$ cat src/rtl/sub_top_mem_arb_pkg.sv
// Shared types and helpers for the on-chip RAM arbiter.
//   master_id_t     : identifies the two masters (CPU data master, stream reader)
//   HOLD_W          : hold counter width for the default MAX_HOLD
//   hold_width()    : hold counter width for any MAX_HOLD
//   other_master()  : the master that is not the given one
package sub_top_mem_arb_pkg;

    typedef enum logic [0:0] {
        M_CPU    = 1'b0,
        M_STREAM = 1'b1
    } master_id_t;

    localparam int DEFAULT_MAX_HOLD = 4;
    localparam int HOLD_W           = $clog2(DEFAULT_MAX_HOLD + 1);

    function automatic int hold_width(input int max_hold);
        return $clog2(max_hold + 1);
    endfunction

    function automatic master_id_t other_master(input master_id_t id);
        return (id == M_CPU) ? M_STREAM : M_CPU;
    endfunction

endpackage

$ cat src/rtl/sub_top_rr_hold_arbiter.sv
// Two-requester arbiter with a bounded hold on the last winner.
// Ports:
//   clk    in   clock
//   reset  in   synchronous active-high reset; no grant while asserted
//   req    in   [1:0] request per master
//   gnt    out  [1:0] one-hot grant (combinational from req and state)
module sub_top_rr_hold_arbiter
    import sub_top_mem_arb_pkg::*;
#(
    parameter int MAX_HOLD = DEFAULT_MAX_HOLD
) (
    input  logic       clk,
    input  logic       reset,
    input  logic [1:0] req,
    output logic [1:0] gnt
);

    localparam int            HW       = hold_width(MAX_HOLD);
    localparam logic [HW-1:0] HOLD_MAX = HW'(MAX_HOLD);

    master_id_t    last_gnt_r;
    logic [HW-1:0] hold_cnt_r;
    master_id_t    win_s;
    logic          keep_s;
    logic          req_last_s;
    logic          busy_s;

    // Pick the winner; a zero hold count means the last winner has no live
    // streak (reset or an idle cycle), so under contention the other master goes first.
    always_comb begin
        req_last_s = (last_gnt_r == M_STREAM) ? req[1] : req[0];
        keep_s     = (hold_cnt_r != HW'(1'b0)) && (hold_cnt_r < HOLD_MAX) && req_last_s;
        case (req)
            2'b01:   win_s = M_CPU;
            2'b10:   win_s = M_STREAM;
            2'b11:   win_s = keep_s ? last_gnt_r : other_master(last_gnt_r);
            default: win_s = last_gnt_r;
        endcase
    end

    // Turn the winner into a one-hot grant, suppressed while idle or in reset.
    always_comb begin
        busy_s = (req != 2'b00) && !reset;
        if (!busy_s) begin
            gnt = 2'b00;
        end else if (win_s == M_STREAM) begin
            gnt = 2'b10;
        end else begin
            gnt = 2'b01;
        end
    end

    // Track the last winner and the length of its current streak.
    always_ff @(posedge clk) begin
        if (reset) begin
            last_gnt_r <= M_CPU;
            hold_cnt_r <= HW'(1'b0);
        end else if (busy_s) begin
            if (win_s == last_gnt_r) begin
                if (hold_cnt_r < HOLD_MAX) begin
                    hold_cnt_r <= hold_cnt_r + HW'(1'b1);
                end else begin
                    hold_cnt_r <= hold_cnt_r;
                end
            end else begin
                hold_cnt_r <= HW'(1'b1);
                last_gnt_r <= win_s;
            end
        end else begin
            hold_cnt_r <= HW'(1'b0);
        end
    end

endmodule

$ cat src/rtl/sub_top_onchip_memory_arbiter.sv
// Arbiter in front of the single-port on-chip RAM: master 0 is the CPU data
// master, master 1 the picture/audio stream reader. One access per cycle is
// granted; reads return one cycle later with a readdatavalid pulse.
// Ports:
//   clk, reset                 clock, synchronous active-high reset
//   mN_address/read/write/byteenable/writedata   master N request (N=0,1)
//   mN_waitrequest             request present but not granted this cycle
//   mN_readdata/readdatavalid  read return, pass-through from the RAM
//   mem_*                      RAM s1 port drive; mem_clken tied high
//   mem_readdata               RAM data, valid one cycle after the address
module sub_top_onchip_memory_arbiter
    import sub_top_mem_arb_pkg::*;
#(
    parameter int ADDR_W   = 11,
    parameter int DATA_W   = 32,
    parameter int MAX_HOLD = 4
) (
    input  logic                clk,
    input  logic                reset,
    input  logic [ADDR_W-1:0]   m0_address,
    input  logic                m0_read,
    input  logic                m0_write,
    input  logic [DATA_W/8-1:0] m0_byteenable,
    input  logic [DATA_W-1:0]   m0_writedata,
    output logic                m0_waitrequest,
    output logic [DATA_W-1:0]   m0_readdata,
    output logic                m0_readdatavalid,
    input  logic [ADDR_W-1:0]   m1_address,
    input  logic                m1_read,
    input  logic                m1_write,
    input  logic [DATA_W/8-1:0] m1_byteenable,
    input  logic [DATA_W-1:0]   m1_writedata,
    output logic                m1_waitrequest,
    output logic [DATA_W-1:0]   m1_readdata,
    output logic                m1_readdatavalid,
    output logic [ADDR_W-1:0]   mem_address,
    output logic                mem_chipselect,
    output logic                mem_write,
    output logic [DATA_W/8-1:0] mem_byteenable,
    output logic [DATA_W-1:0]   mem_writedata,
    output logic                mem_clken,
    input  logic [DATA_W-1:0]   mem_readdata
);

    localparam int BE_W = DATA_W / 8;

    logic [1:0]        req_s;
    logic [1:0]        gnt_s;
    logic              granted_s;
    master_id_t        gnt_id_s;
    logic [ADDR_W-1:0] sel_addr_s;
    logic              sel_write_s;
    logic [BE_W-1:0]   sel_be_s;
    logic [DATA_W-1:0] sel_wd_s;
    logic              accept_read_s;
    logic              rdv_s;

    logic [ADDR_W-1:0] addr_hold_r;
    logic [BE_W-1:0]   be_hold_r;
    logic [DATA_W-1:0] wd_hold_r;
    logic              rd_pend_r;
    master_id_t        rd_id_r;

    // A simultaneous read and write counts as a write: mN_write alone decides the direction.
    assign req_s = {m1_read | m1_write, m0_read | m0_write};

    sub_top_rr_hold_arbiter #(
        .MAX_HOLD (MAX_HOLD)
    ) u_arb (
        .clk   (clk),
        .reset (reset),
        .req   (req_s),
        .gnt   (gnt_s)
    );

    // Select the granted master's request fields.
    always_comb begin
        granted_s = gnt_s[1] | gnt_s[0];
        if (gnt_s[1]) begin
            gnt_id_s    = M_STREAM;
            sel_addr_s  = m1_address;
            sel_write_s = m1_write;
            sel_be_s    = m1_byteenable;
            sel_wd_s    = m1_writedata;
        end else begin
            gnt_id_s    = M_CPU;
            sel_addr_s  = m0_address;
            sel_write_s = m0_write;
            sel_be_s    = m0_byteenable;
            sel_wd_s    = m0_writedata;
        end
        accept_read_s = granted_s & ~sel_write_s;
    end

    // Drive the RAM port; on idle cycles the address/data hold their last value.
    always_comb begin
        mem_chipselect = granted_s;
        mem_write      = granted_s & sel_write_s;
        mem_clken      = 1'b1;
        if (granted_s) begin
            mem_address    = sel_addr_s;
            mem_byteenable = sel_be_s;
            mem_writedata  = sel_wd_s;
        end else begin
            mem_address    = addr_hold_r;
            mem_byteenable = be_hold_r;
            mem_writedata  = wd_hold_r;
        end
    end

    // Remember the last driven RAM fields so idle cycles keep the bus quiet.
    always_ff @(posedge clk) begin
        if (reset) begin
            addr_hold_r <= {ADDR_W{1'b0}};
            be_hold_r   <= {BE_W{1'b0}};
            wd_hold_r   <= {DATA_W{1'b0}};
        end else if (granted_s) begin
            addr_hold_r <= sel_addr_s;
            be_hold_r   <= sel_be_s;
            wd_hold_r   <= sel_wd_s;
        end else begin
            addr_hold_r <= addr_hold_r;
            be_hold_r   <= be_hold_r;
            wd_hold_r   <= wd_hold_r;
        end
    end

    // Note which master owns the read data arriving next cycle.
    always_ff @(posedge clk) begin
        if (reset) begin
            rd_pend_r <= 1'b0;
            rd_id_r   <= M_CPU;
        end else begin
            rd_pend_r <= accept_read_s;
            rd_id_r   <= accept_read_s ? gnt_id_s : rd_id_r;
        end
    end

    // Route the return; gating with reset drops a read whose data lands during reset.
    always_comb begin
        rdv_s            = rd_pend_r & ~reset;
        m0_readdatavalid = rdv_s & (rd_id_r == M_CPU);
        m1_readdatavalid = rdv_s & (rd_id_r == M_STREAM);
        m0_readdata      = mem_readdata;
        m1_readdata      = mem_readdata;
        m0_waitrequest   = req_s[0] & ~gnt_s[0];
        m1_waitrequest   = req_s[1] & ~gnt_s[1];
    end

endmodule

$ cat config.mk
export PLATFORM = sky130hd
export DESIGN_NAME = sub_top_onchip_memory_arbiter
export DESIGN_NICKNAME = d
export VERILOG_FILES = /design/src/rtl/sub_top_mem_arb_pkg.sv /design/src/rtl/sub_top_rr_hold_arbiter.sv /design/src/rtl/sub_top_onchip_memory_arbiter.sv
export SDC_FILE = /design/constraint.sdc
export NUM_CORES = 1
export LEC_CHECK = 0
export ABC_CLOCK_PERIOD_IN_PS = 2500
export CAP_MARGIN = 10
export CORE_ASPECT_RATIO = 2
export CORE_MARGIN = 3
export CORE_UTILIZATION = 40
export CTS_BUF_LIST = sky130_fd_sc_hd__clkbuf_16
export DETAILED_ROUTE_END_ITERATION = 8
export MAX_ROUTING_LAYER = met4
export PLACE_DENSITY_LB_ADDON = 0.15
export SLEW_MARGIN = 25
export SYNTH_ARGS = -nofsm -noshare
export SYNTH_HDL_FRONTEND = slang
export SYNTH_SLANG_ARGS = --single-unit
$ cat constraint.sdc
create_clock -name clk -period 2.5 [get_ports clk]
set_clock_uncertainty 0.15 [all_clocks]
set_input_delay 0.5 -clock clk [delete_from_list [all_inputs] [get_ports clk]]
set_output_delay 0.5 -clock clk [all_outputs]
set_load 0.01 [all_outputs]
==> impl_metrics.tcl <==
set metrics [dict create \
    outcome "finished with violations" \
    violations "setup timing" \
    cts_root_buf "clkbuf_16" \
    worstPathArrival_ps 2260 \
    fill_cells 904 \
    worst_hold_slack_ps 305 \
    use_met2_pct 51.2 \
    synth_compound_area_share_pct 40.7 \
    tns_ps -16880 \
    setup_slack_ps -413 \
    worstPathRequired_ps 1850 \
    final_cell_count_no_fill 835 \
    hold_class "reg -> reg" \
    synth-seq-area-share_pct 23.7 \
    crit_fanout 5 \
    synthFlopType "dfxtp_1" \
    p_per_area_mw_per_mm2 618 \
    ys_seq_elements 53 \
    regArea_mm2 0.00106 \
    drt_pre_antenna_iters 5 \
    synth_xor_area_share_pct 0.195 \
    synthAdderAreaFrac_pct 0.558 \
    critPathCaptureType "output pin" \
    routedWlPerCell_um 22.2 \
    ctsHoldBuffers 0 \
    vias 5356 \
    area_growth_pct 61.9 \
    rsz0062_at_grt "true" \
    h-tree-depth 2 \
    multi_input_area_mm2 0.00335 \
    yosys_warnings 0 \
    groute.usage.overall_pct 29.2 \
    cts_tree "done" \
    placed_cells 778 \
    grt_use_met3_pct 3.12 \
    grt_pass1_vias 5581 \
    max_slew_margin_pct 61.3 \
    regToRegStartpoint "u_arb.hold_cnt_r[0]" \
    postRouteAntennaNets 0 \
    routed_via_density 6.41 \
    reg2regPathDepth 17 \
    die-area_mm2 0.0126 \
    ctsLongestPathBuffers 2 \
    drv_slew 0 \
    die_w_um 80.9 \
    worstMarginPinSlew_ps 579 \
    synth_fp_nets 698 \
    cts.sinks 53 \
    synth_top_family_by_area "compound AO/OA/AOI/OAI gates" \
    synth_area_leaders "dfxtp_1 (24%), a21o_1 (15%), buf_4 (12%)" \
    finish.net_count 829 \
    grt_pass1_wl_um 28000 \
    muxShareOfSynthArea_pct 0.446 \
    initial_core_util_pct 41.0 \
    fin_crit_sh_pct 117 \
    yosys.area_share.simple_pct 16.2 \
    cp-endpoint "mem_writedata[11]" \
    leakage_uw 0.00312 \
    worstSetupStartpointType "register" \
    ir_drop_uv 398 \
    critPathKind "reg -> out" \
    antenna_cells 0 \
    synth_edf_count 0 \
    met1_usage_pct 28.2 \
    max_freq_ghz 0.343 \
    core_mm2 0.0109 \
    setup_viol 51 \
    ff2ff_setup_slack_ps -380 \
    fin_util_pct 66.4 \
    fp.dieH_um 156 \
    drc_errors 0 \
    routed_wl_um 18500 \
    clk-insertion-delay-late_ps 300 \
    busiest_layer "met2" \
    synth.avg_cell_area_um2 7.95 \
    rows 54 \
    synth.top_cell.area_share_pct 23.7 \
    synth.distinct_cells 41 \
    initialDrtViolationCount 365 \
    critPathLaunch "u_arb.hold_cnt_r[0]" \
    io_buffers 152 \
    async_flop_share_pct 0 \
    fin_crit_ps 2910 \
    pin_count 250 \
    hold_violations 0 \
    clk_pin_slew_ps 70 \
    cap_violations 0 \
    synth_cells 564 \
    grt_max_degree 41 \
    r2r_end "addr_hold_r[10]" \
    synth_area_leader_cell "dfxtp_1" \
    drive_gt1_share_pct 38.6 \
    dp_hpwl_um 11100 \
    place_congestion 0.843 \
    antenna_found_initial 0 \
    grt_overflow_total 0 \
    numCtsBuffers 5 \
    netlist_area_mm2 0.00449 \
]
cells by family (layout without fill, tap and decap cells):
logic type / Yosys count / count (layout)
AOI/OAI and AO/OA: 249 / 249
xor gates and xnor gates: 1 / 1
adders and majority gates: 2 / 2
buffers and inverters: 135 / 266
DFF: 53 / 53
muxes: 2 / 2
other: 1 / 1
and+or+nand+nor: 121 / 121
per-layer routing:
layer / vias to the layer above / wire length (µm)
li1: 2321 / -
met1: 2604 / 6140
met2: 299 / 9940
met3: 132 / 1110
met4: 0 / 1360
met5: - / 0
state kept, by name, summed over array words and instances, names as in the netlist:
signal            flops
rd_pend_r             1
rd_id_r               1
wd_hold_r            32
u_arb.last_gnt_r      1
be_hold_r             4
addr_hold_r          11
u_arb.hold_cnt_r      3
synthesized netlist by cell type (3+ instances only):
cell type / count
a2111oi_0: 46
a211oi_1: 43
a21o_1: 92
a21oi_1: 49
buf_2: 13
buf_4: 74
clkbuf_1: 40
dfxtp_1: 53
inv_1: 3
nand2_1: 45
nand3_1: 6
nand4_1: 6
nor2_1: 10
nor3_1: 3
nor4b_1: 44
o2111ai_1: 3
o21ai_0: 4
worst max-delay path, stage by stage (launching register included):
cell	delay, ps
dfxtp_2	340
inv_2	50
ha_4	170
or3_4	360
a21oi_4	170
buf_6	120
buf_8	120
buf_12	120
buf_16	130
a211oi_2	70
a21o_1	170
buf_2	130
how the worst min path moves through the flow:
stage                     slack (ps)         endpoint  depth (start not counted)       startpoint
after global placement           280   addr_hold_r[7]                          1   addr_hold_r[7]
after global routing             320   addr_hold_r[9]                          1   addr_hold_r[9]
after floorplan                  280  addr_hold_r[10]                          1  addr_hold_r[10]
after CTS                        310    wd_hold_r[21]                          1    wd_hold_r[21]
after detailed placement         290   addr_hold_r[3]                          1   addr_hold_r[3]
final                            300    wd_hold_r[23]                          1    wd_hold_r[23]
repair_timing:
item	4_1_cts	5_1_grt
setup buffers	30	11
setup endpoints to repair	51	54
pin swaps	8	11
gates resized for setup	367	42
cloned	9	2
power breakdown:
group	switching (µW)	internal [µW]	leakage [µW]
Combinational	1230	1380	0.00261
Clock	332	364	0.0000633
Sequential	115	1060	0.000446
Total	1680	2810	0.00312
cell usage in the layout, fill, tap and decap left out, types with 2 or more instances in the layout:
| master | instances |
|---|---|
| nor2_4 | 2 |
| nand2_1 | 44 |
| a2111oi_1 | 3 |
| a2111oi_0 | 8 |
| a2111oi_2 | 35 |
| inv_2 | 3 |
| mux2i_1 | 2 |
| o21ai_0 | 3 |
| or2_4 | 2 |
| buf_16 | 6 |
| a21o_2 | 2 |
| a21o_1 | 92 |
| buf_4 | 67 |
| a211oi_2 | 15 |
| a21oi_1 | 48 |
| nor2_1 | 7 |
| o2111ai_1 | 2 |
| nor3_1 | 2 |
| buf_8 | 2 |
| dfxtp_1 | 51 |
| clkdlybuf4s50_1 | 96 |
| buf_2 | 42 |
| clkbuf_16 | 7 |
| clkinvlp_4 | 2 |
| bufbuf_16 | 2 |
| nand3_1 | 6 |
| a211oi_4 | 30 |
| dfxtp_2 | 2 |
| clkbuf_2 | 2 |
| nor4b_1 | 44 |
| nand4_1 | 6 |
| buf_12 | 15 |
| buf_6 | 19 |
stage by stage:
step / instance area, µm² / total power [µW] / setup slack (ps)
finish: 7260 / 4490 / -413
global route: 7260 / 4720 / -487
CTS: 6980 / 4320 / -420
detailed placement: 5950 / 3140 / -715
global placement: 5950 / 3100 / -715
floorplan: 4490 / 2260 / 63.2
cell type report:
cell class                      count  share of cell area [%]
Multi-Input combinational cell    376                    46.1
Timing Repair Buffer              254                    34.7
Sequential cell                    53                    14.6
Tap cell                          140                    2.41
Clock buffer                        5                    1.72
Inverter                            5                   0.310
Clock inverter                      2                   0.155
Power figures use the tool's default switching activity.
